==> config.mk <==
export PLATFORM = sky130hd
export DESIGN_NAME = phase_sweep_nco_flat
export DESIGN_NICKNAME = d
export VERILOG_FILES = /design/src/rtl/phase_sweep_nco_if.sv /design/src/rtl/phase_sweep_nco.sv /design/src/flat_wrapper.sv
export SDC_FILE = /design/constraint.sdc
export NUM_CORES = 1
export LEC_CHECK = 0
export ABC_AREA = 1
export BUFFER_PORTS_ARGS = -buffer_cell sky130_fd_sc_hd__buf_2
export CELL_PAD_IN_SITES_DETAIL_PLACEMENT = 0
export CELL_PAD_IN_SITES_GLOBAL_PLACEMENT = 1
export CORE_ASPECT_RATIO = 1.5
export CORE_MARGIN = 1.5
export CORE_UTILIZATION = 30
export CTS_BUF_LIST = sky130_fd_sc_hd__clkbuf_16
export DETAILED_ROUTE_END_ITERATION = 8
export PLACE_DENSITY = 0.64
export SYNTH_ARGS = -nofsm -noshare
export SYNTH_HDL_FRONTEND = slang
export SYNTH_SLANG_ARGS = --single-unit
==> constraint.sdc <==
create_clock -name clk -period 4.01 [get_ports clk]
set_input_delay 0 -clock clk [delete_from_list [all_inputs] [get_ports clk]]
set_output_delay 0 -clock clk [all_outputs]
set_load 0.1 [all_outputs]
==> src/rtl/phase_sweep_nco_if.sv <==
// Config channel and sample bus between the sweep NCO and its controller / CORDIC consumer.
interface phase_sweep_nco_if #(
  parameter int ACC_W   = 24,
  parameter int ANGLE_W = 12,
  parameter int DWELL_W = 16
);
  logic               cfg_valid;
  logic               cfg_ready;
  logic [1:0]         cfg_mode;
  logic               cfg_phase_rst;
  logic [ACC_W-1:0]   cfg_f0;
  logic [ACC_W-1:0]   cfg_f1;
  logic [ACC_W-1:0]   cfg_rate;
  logic [DWELL_W-1:0] cfg_dwell;

  logic [ANGLE_W:0]   angle_o;
  logic [1:0]         quarter_o;
  logic               valid_o;
  logic               wrap_o;
  logic               sweep_done_o;
  logic [ACC_W-1:0]   freq_o;

  modport master (
    output cfg_valid, cfg_mode, cfg_phase_rst, cfg_f0, cfg_f1, cfg_rate, cfg_dwell,
    input  cfg_ready, angle_o, quarter_o, valid_o, wrap_o, sweep_done_o, freq_o
  );

  modport slave (
    input  cfg_valid, cfg_mode, cfg_phase_rst, cfg_f0, cfg_f1, cfg_rate, cfg_dwell,
    output cfg_ready, angle_o, quarter_o, valid_o, wrap_o, sweep_done_o, freq_o
  );
endinterface

==> src/rtl/phase_sweep_nco.sv <==
// Phase accumulator producing quarter-split angles for the CORDIC stage,
// with fixed-tone or sawtooth chirp tuning and phase-continuous retune.
module phase_sweep_nco #(
  parameter int ACC_W   = 24,
  parameter int ANGLE_W = 12,
  parameter int DWELL_W = 16
) (
  input  logic               clk,
  input  logic               rst,
  input  logic               en,
  phase_sweep_nco_if.slave   bus
);

  typedef enum logic [1:0] {IDLE, FIXED, SWEEP} state_t;

  state_t             state, state_nxt;
  logic [ACC_W-1:0]   acc, acc_nxt;
  logic [ACC_W-1:0]   freq, freq_nxt;
  logic [DWELL_W-1:0] dwell_cnt, cnt_nxt;
  logic               valid, valid_nxt;
  logic               wrap, wrap_nxt;
  logic               done, done_nxt;
  logic               ready;
  logic [ACC_W-1:0]   f0, f1, rate;
  logic [DWELL_W-1:0] dwell;
  logic [ACC_W:0]     acc_sum, step_sum;
  logic               accept, run;

  assign accept   = bus.cfg_valid && ready;
  assign run      = (state != IDLE) && en;
  assign acc_sum  = {1'b0, acc} + {1'b0, freq};
  assign step_sum = {1'b0, freq} + {1'b0, rate};

  always_comb begin
    state_nxt = state;
    acc_nxt   = acc;
    freq_nxt  = freq;
    cnt_nxt   = dwell_cnt;
    valid_nxt = 1'b0;
    wrap_nxt  = 1'b0;
    done_nxt  = 1'b0;

    if (run) begin
      acc_nxt   = acc_sum[ACC_W-1:0];
      wrap_nxt  = acc_sum[ACC_W];
      valid_nxt = 1'b1;
    end

    // An inverted range (f1 < f0) never steps, so the sweep degenerates to a fixed tone.
    if (run && state == SWEEP) begin
      if (dwell_cnt == dwell) begin
        cnt_nxt = '0;
        if (f1 >= f0) begin
          if (step_sum > {1'b0, f1}) begin
            freq_nxt = f0;
            done_nxt = 1'b1;
          end else begin
            freq_nxt = step_sum[ACC_W-1:0];
          end
        end
      end else begin
        cnt_nxt = dwell_cnt + DWELL_W'(1);
      end
    end

    // New config wins over stepping; the accumulate above still used the old freq.
    if (accept) begin
      cnt_nxt  = '0;
      done_nxt = 1'b0;
      case (bus.cfg_mode)
        2'b01: begin
          state_nxt = FIXED;
          freq_nxt  = bus.cfg_f0;
        end
        2'b10: begin
          state_nxt = SWEEP;
          freq_nxt  = bus.cfg_f0;
        end
        default: state_nxt = IDLE;
      endcase
      if (bus.cfg_phase_rst) begin
        acc_nxt   = '0;
        wrap_nxt  = 1'b0;
        valid_nxt = 1'b0;
      end
    end
  end

  always_ff @(posedge clk) begin
    if (rst) begin
      state     <= IDLE;
      acc       <= '0;
      freq      <= '0;
      dwell_cnt <= '0;
      valid     <= 1'b0;
      wrap      <= 1'b0;
      done      <= 1'b0;
      ready     <= 1'b0;
      f0        <= '0;
      f1        <= '0;
      rate      <= '0;
      dwell     <= '0;
    end else begin
      state     <= state_nxt;
      acc       <= acc_nxt;
      freq      <= freq_nxt;
      dwell_cnt <= cnt_nxt;
      valid     <= valid_nxt;
      wrap      <= wrap_nxt;
      done      <= done_nxt;
      ready     <= 1'b1;
      if (accept) begin
        f0    <= bus.cfg_f0;
        f1    <= bus.cfg_f1;
        rate  <= bus.cfg_rate;
        dwell <= bus.cfg_dwell;
      end
    end
  end

  assign bus.angle_o      = {1'b0, acc[ACC_W-3 -: ANGLE_W]};
  assign bus.quarter_o    = acc[ACC_W-1 -: 2];
  assign bus.valid_o      = valid;
  assign bus.wrap_o       = wrap;
  assign bus.sweep_done_o = done;
  assign bus.freq_o       = freq;
  assign bus.cfg_ready    = ready;

endmodule
==> src/flat_wrapper.sv <==
// flat-port wrapper written by rule: the top's interface ports become plain ports
module phase_sweep_nco_flat 
#(
  parameter int ACC_W   = 24,
  parameter int ANGLE_W = 12,
  parameter int DWELL_W = 16
)
  (clk, rst, en, bus_cfg_valid, bus_cfg_mode, bus_cfg_phase_rst, bus_cfg_f0, bus_cfg_f1, bus_cfg_rate, bus_cfg_dwell, bus_cfg_ready, bus_angle_o, bus_quarter_o, bus_valid_o, bus_wrap_o, bus_sweep_done_o, bus_freq_o);
  phase_sweep_nco_if #(.ACC_W(ACC_W), .ANGLE_W(ANGLE_W), .DWELL_W(DWELL_W)) bus_i ();
  input  logic clk;
  input  logic rst;
  input  logic en;
  input wire logic [$bits(bus_i.cfg_valid)-1:0] bus_cfg_valid;
  input wire logic [$bits(bus_i.cfg_mode)-1:0] bus_cfg_mode;
  input wire logic [$bits(bus_i.cfg_phase_rst)-1:0] bus_cfg_phase_rst;
  input wire logic [$bits(bus_i.cfg_f0)-1:0] bus_cfg_f0;
  input wire logic [$bits(bus_i.cfg_f1)-1:0] bus_cfg_f1;
  input wire logic [$bits(bus_i.cfg_rate)-1:0] bus_cfg_rate;
  input wire logic [$bits(bus_i.cfg_dwell)-1:0] bus_cfg_dwell;
  output wire logic [$bits(bus_i.cfg_ready)-1:0] bus_cfg_ready;
  output wire logic [$bits(bus_i.angle_o)-1:0] bus_angle_o;
  output wire logic [$bits(bus_i.quarter_o)-1:0] bus_quarter_o;
  output wire logic [$bits(bus_i.valid_o)-1:0] bus_valid_o;
  output wire logic [$bits(bus_i.wrap_o)-1:0] bus_wrap_o;
  output wire logic [$bits(bus_i.sweep_done_o)-1:0] bus_sweep_done_o;
  output wire logic [$bits(bus_i.freq_o)-1:0] bus_freq_o;
  assign bus_i.cfg_valid = bus_cfg_valid;
  assign bus_i.cfg_mode = bus_cfg_mode;
  assign bus_i.cfg_phase_rst = bus_cfg_phase_rst;
  assign bus_i.cfg_f0 = bus_cfg_f0;
  assign bus_i.cfg_f1 = bus_cfg_f1;
  assign bus_i.cfg_rate = bus_cfg_rate;
  assign bus_i.cfg_dwell = bus_cfg_dwell;
  assign bus_cfg_ready = bus_i.cfg_ready;
  assign bus_angle_o = bus_i.angle_o;
  assign bus_quarter_o = bus_i.quarter_o;
  assign bus_valid_o = bus_i.valid_o;
  assign bus_wrap_o = bus_i.wrap_o;
  assign bus_sweep_done_o = bus_i.sweep_done_o;
  assign bus_freq_o = bus_i.freq_o;
  phase_sweep_nco #(.ACC_W(ACC_W), .ANGLE_W(ANGLE_W), .DWELL_W(DWELL_W)) u_core (.clk(clk), .rst(rst), .en(en), .bus(bus_i));
endmodule
Yosys cells after proc, flatten, opt, wreduce, memory -nomap -nowiden
Index checks and enable logic that the tools add are counted.

operators by class
  add/sub/neg operators = 3
  $lt $le $gt $ge = 2
  eq/ne operators = 4
  mux-type cells = 19
  bitwise gates (word level) = 3
  reductions and logical operators = 7

operators with widths
  cell                                                                   number
  24-bit two-way mux                                                     9
  24-bit by 24-bit adder with 25-bit output                              2
  25-bit by 24-bit greater-than comparator with 1-bit output             1
  24-bit greater-or-equal comparator                                     1
  16-bit by 1-bit adder with 16-bit output, second input constant        1
  16-bit equality test                                                   1
  16-bit two-way mux                                                     1
  1-bit two-way mux                                                      8
  5-bit OR reduction                                                     1
  2-bit equality test, second input constant                             2
  2-bit one-hot mux with 2 select lines                                  1
  2-bit OR reduction                                                     2
  1-bit logical AND                                                      3
  1-bit inverter                                                         3
  2-bit by 1-bit equality test with 1-bit output, second input constant  1
  2-bit nonzero test                                                     1

word-level totals
  flip-flop bits (word level) = 158
  output and inout port bits = 43
  logic and storage cells = 50

Longest topological paths before layout
  depth in word-level cells = 8
  depth in mapped cells = 31
  depth with buffers taken out = 30

Worst setup path after synthesis
OpenSTA, ideal clock, no wires.

  path type = reg-to-reg
  start = register u_core.freq[7], in the netlist u_core.bus.freq_o[7]
  end = register u_core.freq[18], in the netlist u_core.bus.freq_o[18]
  arrival time = 3797 ps
  data required time = 3890 ps
  path slack = 94 ps
  stages on the path, launching flop included = 26
  path buffers = 1
  period minus slack after synthesis = 3916 ps
  cells stage by stage = dfxtp_1 ha_1 nand2_1 inv_1 a21oi_1 nand2_1 nand3_1 nand3_1 nand2_1 nand2_1 or2_2 nand2_1 inv_1 ha_1 nand2_1 nor2_1 nand3_1 nor4_1 nand3b_1 nand2_1 nand2_4 inv_2 buf_6 nand2_1 nand3_1 a21oi_1

between the ends
  longest elaborated chain between the ends = 8

ends and longest elaborated chain
  what                                                        RTL line                text
  start, declared                                             phase_sweep_nco.sv:18   logic [ACC_W-1:0] freq, freq_nxt;
  start signal, assigned                                      phase_sweep_nco.sv:106  freq <= freq_nxt;
  24-bit by 24-bit adder with 25-bit output (*)               phase_sweep_nco.sv:32   assign step_sum = {1'b0, freq} + {1'b0, rate};
  25-bit by 24-bit greater-than comparator with 1-bit output  phase_sweep_nco.sv:54   if (step_sum > {1'b0, f1}) begin
  24-bit two-way mux (*)                                      phase_sweep_nco.sv:54
  24-bit two-way mux (*)                                      phase_sweep_nco.sv:53   if (f1 >= f0) begin
  24-bit two-way mux (*)                                      phase_sweep_nco.sv:51   if (dwell_cnt == dwell) begin
  24-bit two-way mux (*)                                      phase_sweep_nco.sv:50   if (run && state == SWEEP) begin
  24-bit two-way mux                                          phase_sweep_nco.sv:70   case (bus.cfg_mode)
  24-bit two-way mux (*)                                      phase_sweep_nco.sv:67   if (accept) begin

Every way passes the cells marked *; elsewhere a longest branch is shown, timed or not.
A chain may end at the register's enable or synchronous reset.

Worst setup path in the final report
  start = register u_core.freq[2], in the netlist u_core.bus.freq_o[2]
  end = register u_core.freq[0], in the netlist u_core.bus.freq_o[0]

between the ends
  longest elaborated chain between the ends = 8

ends and longest elaborated chain
  what                                                            RTL line
  24-bit by 24-bit adder with 25-bit output (*)                   phase_sweep_nco.sv:32
  25-bit by 24-bit greater-than comparator with 1-bit output (*)  phase_sweep_nco.sv:54
  24-bit two-way mux (*)                                          phase_sweep_nco.sv:54
  24-bit two-way mux (*)                                          phase_sweep_nco.sv:53
  24-bit two-way mux (*)                                          phase_sweep_nco.sv:51
  24-bit two-way mux (*)                                          phase_sweep_nco.sv:50
  24-bit two-way mux                                              phase_sweep_nco.sv:70
  24-bit two-way mux (*)                                          phase_sweep_nco.sv:67

Marked as above.

==> metrics.cfg <==
[status]
status=complete, no violations

[critical_path]
end_kind=register
reg2reg_from=u_core.bus.freq_o[2]
cpLargestDelayFamily=simple AND/OR/NAND/NOR gates
cpMostUsedCell=nand2_1
path_class=reg2reg
cp_max_fo=10
crit_chain=ha_1 > nand3_1 > nand2_1 > nand2_1 > a21oi_1 > nand3_1 > nand2_1 > xor2_1 > inv_1 > ha_1 > nand4_1 > nor3_1 > nand2_1 > nand2_1 > nand2_1 > nand3_1 > nand2_2 > nand2_4 > buf_4 > nand2_1 > nand3_1 > a21oi_1
critical-path-slowest-cell=ha_1
cp_num_buf_inv=2
cp.arrival_ps=3990
cp-start-kind=register
cp.required_ps=4340
cp_slowest_stage_delay_ps=360
crit_start=u_core.bus.freq_o[2]

[detailed_routing]
drtAntennaViolNets=0
drtIter0Drc=446
vias_per_cell=4.750
wl_mm=34.73
dr.pass1.iters=5
vias=10400
drc_errors=0
wire_per_inst_microns=15.86

[floorplan]
rows=83
core-area_sq_mm=0.03417
start_util_pct=30.47
dieHeight_microns=231.2
io_pins=138
dieArea_sq_mm=0.03585
chipWidth_microns=155.1

[timing]
hold_viol=0
fmax_mhz=272.8
tns_ps=0
setup_viol=0
finalClockSkew_ps=27.70
tightestPinTransition_ps=1057
post-route-min-period_ps=3666
drv_slew=0
slew_headroom_pct=29.45
fin_crit_sh_pct=91.42
rsz0062_at_grt=no

[placement]
place_congestion=0.8566
dpl.hpwl_mm=27.88
dpl.cell_count=2066
numPortBuffers=136

[finish]
nets=1947
antenna_cells=0
most-common-layout-cells=nand2_1 (252), inv_1 (217), a21oi_1 (189), nor2_1 (185), dfxtp_1 (156)
final_common_cell=nand2_1
syn_to_final_growth_pct=25.24
drive_gt1_share_pct=13.32
final_cells=2189

[worst_hold_path]
hp-class=in2reg
min_from=en

[synth]
synth-edff-count=0
synth_top_cell_by_area=dfxtp_1
yosys.area.top_type_share_pct=30.38
syn_area_sq_mm=0.01041
syn-num-nets=1735
syn_inst=1539
syn_avg_cell_area_sq_um=6.765
ys_seq_elements=158
synthFlopType=dfxtp_1
yosysWarnings=0
ys_types=47
ys_seq_area_share_pct=30.38
synthArstFlopShare_pct=0
synth.area.top_cells=dfxtp_1 (30%), ha_1 (12%), nand2_1 (9.2%), a21oi_1 (9.1%), inv_1 (7.9%)

[job]
drv_cap=0

[pwr]
vdd_drop_max_v=0.0002009
p_leak_nw=6.438
powerDensity_mw_per_mm2=386.1

[global_route]
grt_overflow=0
grt_usage_pct=19.79
grt_max_degree=80
grt_pass1_vias=10380
grt_pass1_wl_mm=54.54
grt_antenna_before_repair=0

[clock_tree]
htreeDepth=4
cts_made_buffers=17
clkTransAtPathRegs_ps=70
clockBufferDepth=2
postCtsSetupBuffers=0
cts_tree=built
ctsRootBufferMaster=clkbuf_16
clk_latency_ps=460
cts_sinks=158

[per-layer routing]
layer  GRT usage, %  vias up  wire, microns
met4          7.212        0            730
met2          36.15      174          17680
met1          23.60     4723          15350
li1               -     5464              -
met3          2.244       37            965
met5              0        -              0
[tightest hold or removal path: stages]
cell and delay, ps:
buf_2 130, nand3_4 150, nand2_1 90, a21oi_1 50
[registers in the layout (all words and copies together), names as in the netlist]
signal / cells
u_core.state: 2
u_core.f0: 24
u_core.bus.freq_o: 24
u_core.dwell: 16
u_core.bus.sweep_done_o: 1
u_core.f1: 24
u_core.bus.valid_o: 1
u_core.bus.wrap_o: 1
u_core.acc: 24
u_core.rate: 24
u_core.bus.cfg_ready: 1
u_core.dwell_cnt: 16
[cell families after synthesis]
group           share of synthesized area (%)
fa+ha+maj                               12.28
compound gates                          18.78
simple gates                            24.04
other cells                           0.03602
flops                                   30.38
buf+inv                                 11.19
xor+xnor                                3.197
mux                                   0.09615
[per-stage QoR]
step | setup WS [ps] | utilization (%) | cell area (sq um) | hold slack, ps | total power, W
after floorplan | 93.57 | - | 10410 | 166.7 | 0.002911
after global placement | 174.4 | 33.74 | 11530 | 252.4 | 0.003338
after detailed placement | 75.27 | 33.74 | 11530 | 266.0 | 0.003340
after CTS | 48.19 | 38.07 | 13010 | 21.51 | 0.005074
after global routing | 17.13 | 38.16 | 13040 | 89.44 | 0.005327
final | 344.1 | 38.16 | 13040 | 35.87 | 0.005034
[cells in the mapped netlist (8+ instances only)]
cell type,instances
a21oi_1,190
buf_4,15
clkbuf_1,39
dfxtp_1,158
ha_1,99
inv_1,218
nand2_1,254
nand3_1,63
nand4_1,18
nor2_1,187
nor3_1,21
nor4_1,8
o211ai_1,14
o21ai_0,143
xnor2_1,11
xor2_1,27
[final timing paths]
path	end	slack [ps]	cells after the start
worst max register to register	u_core.bus.freq_o[0]	340	22
worst max-delay path	u_core.bus.freq_o[0]	340	22
worst min-delay path	u_core.dwell_cnt[0]	40	4
worst min register to register	u_core.acc[0]	480	2
[power breakdown]
group / internal (W) / total (W) / switching [W]
Sequential: 0.00167 / 0.00174 / 0.0000725
Combinational: 0.000535 / 0.00164 / 0.00110
Clock: 0.000874 / 0.00165 / 0.000778
[final cells by class]
cell class | count | area [sq um]
fillers | 3711 | 21130
well taps | 425 | 531.8
multi-input cells | 1095 | 6116
inverters | 223 | 847.1
repair buffers | 256 | 1809
flip-flops and latches | 158 | 3166
clock inverters | 15 | 143.9
clock buffers | 17 | 425.4
[repair_timing]
item,4_1_cts,5_1_grt
endpoints found under the hold margin,102,0
resized for setup,0,11
hold buffers,91,0
endpoints found under the setup margin,0,24
(Power assumes the default switching activity.)
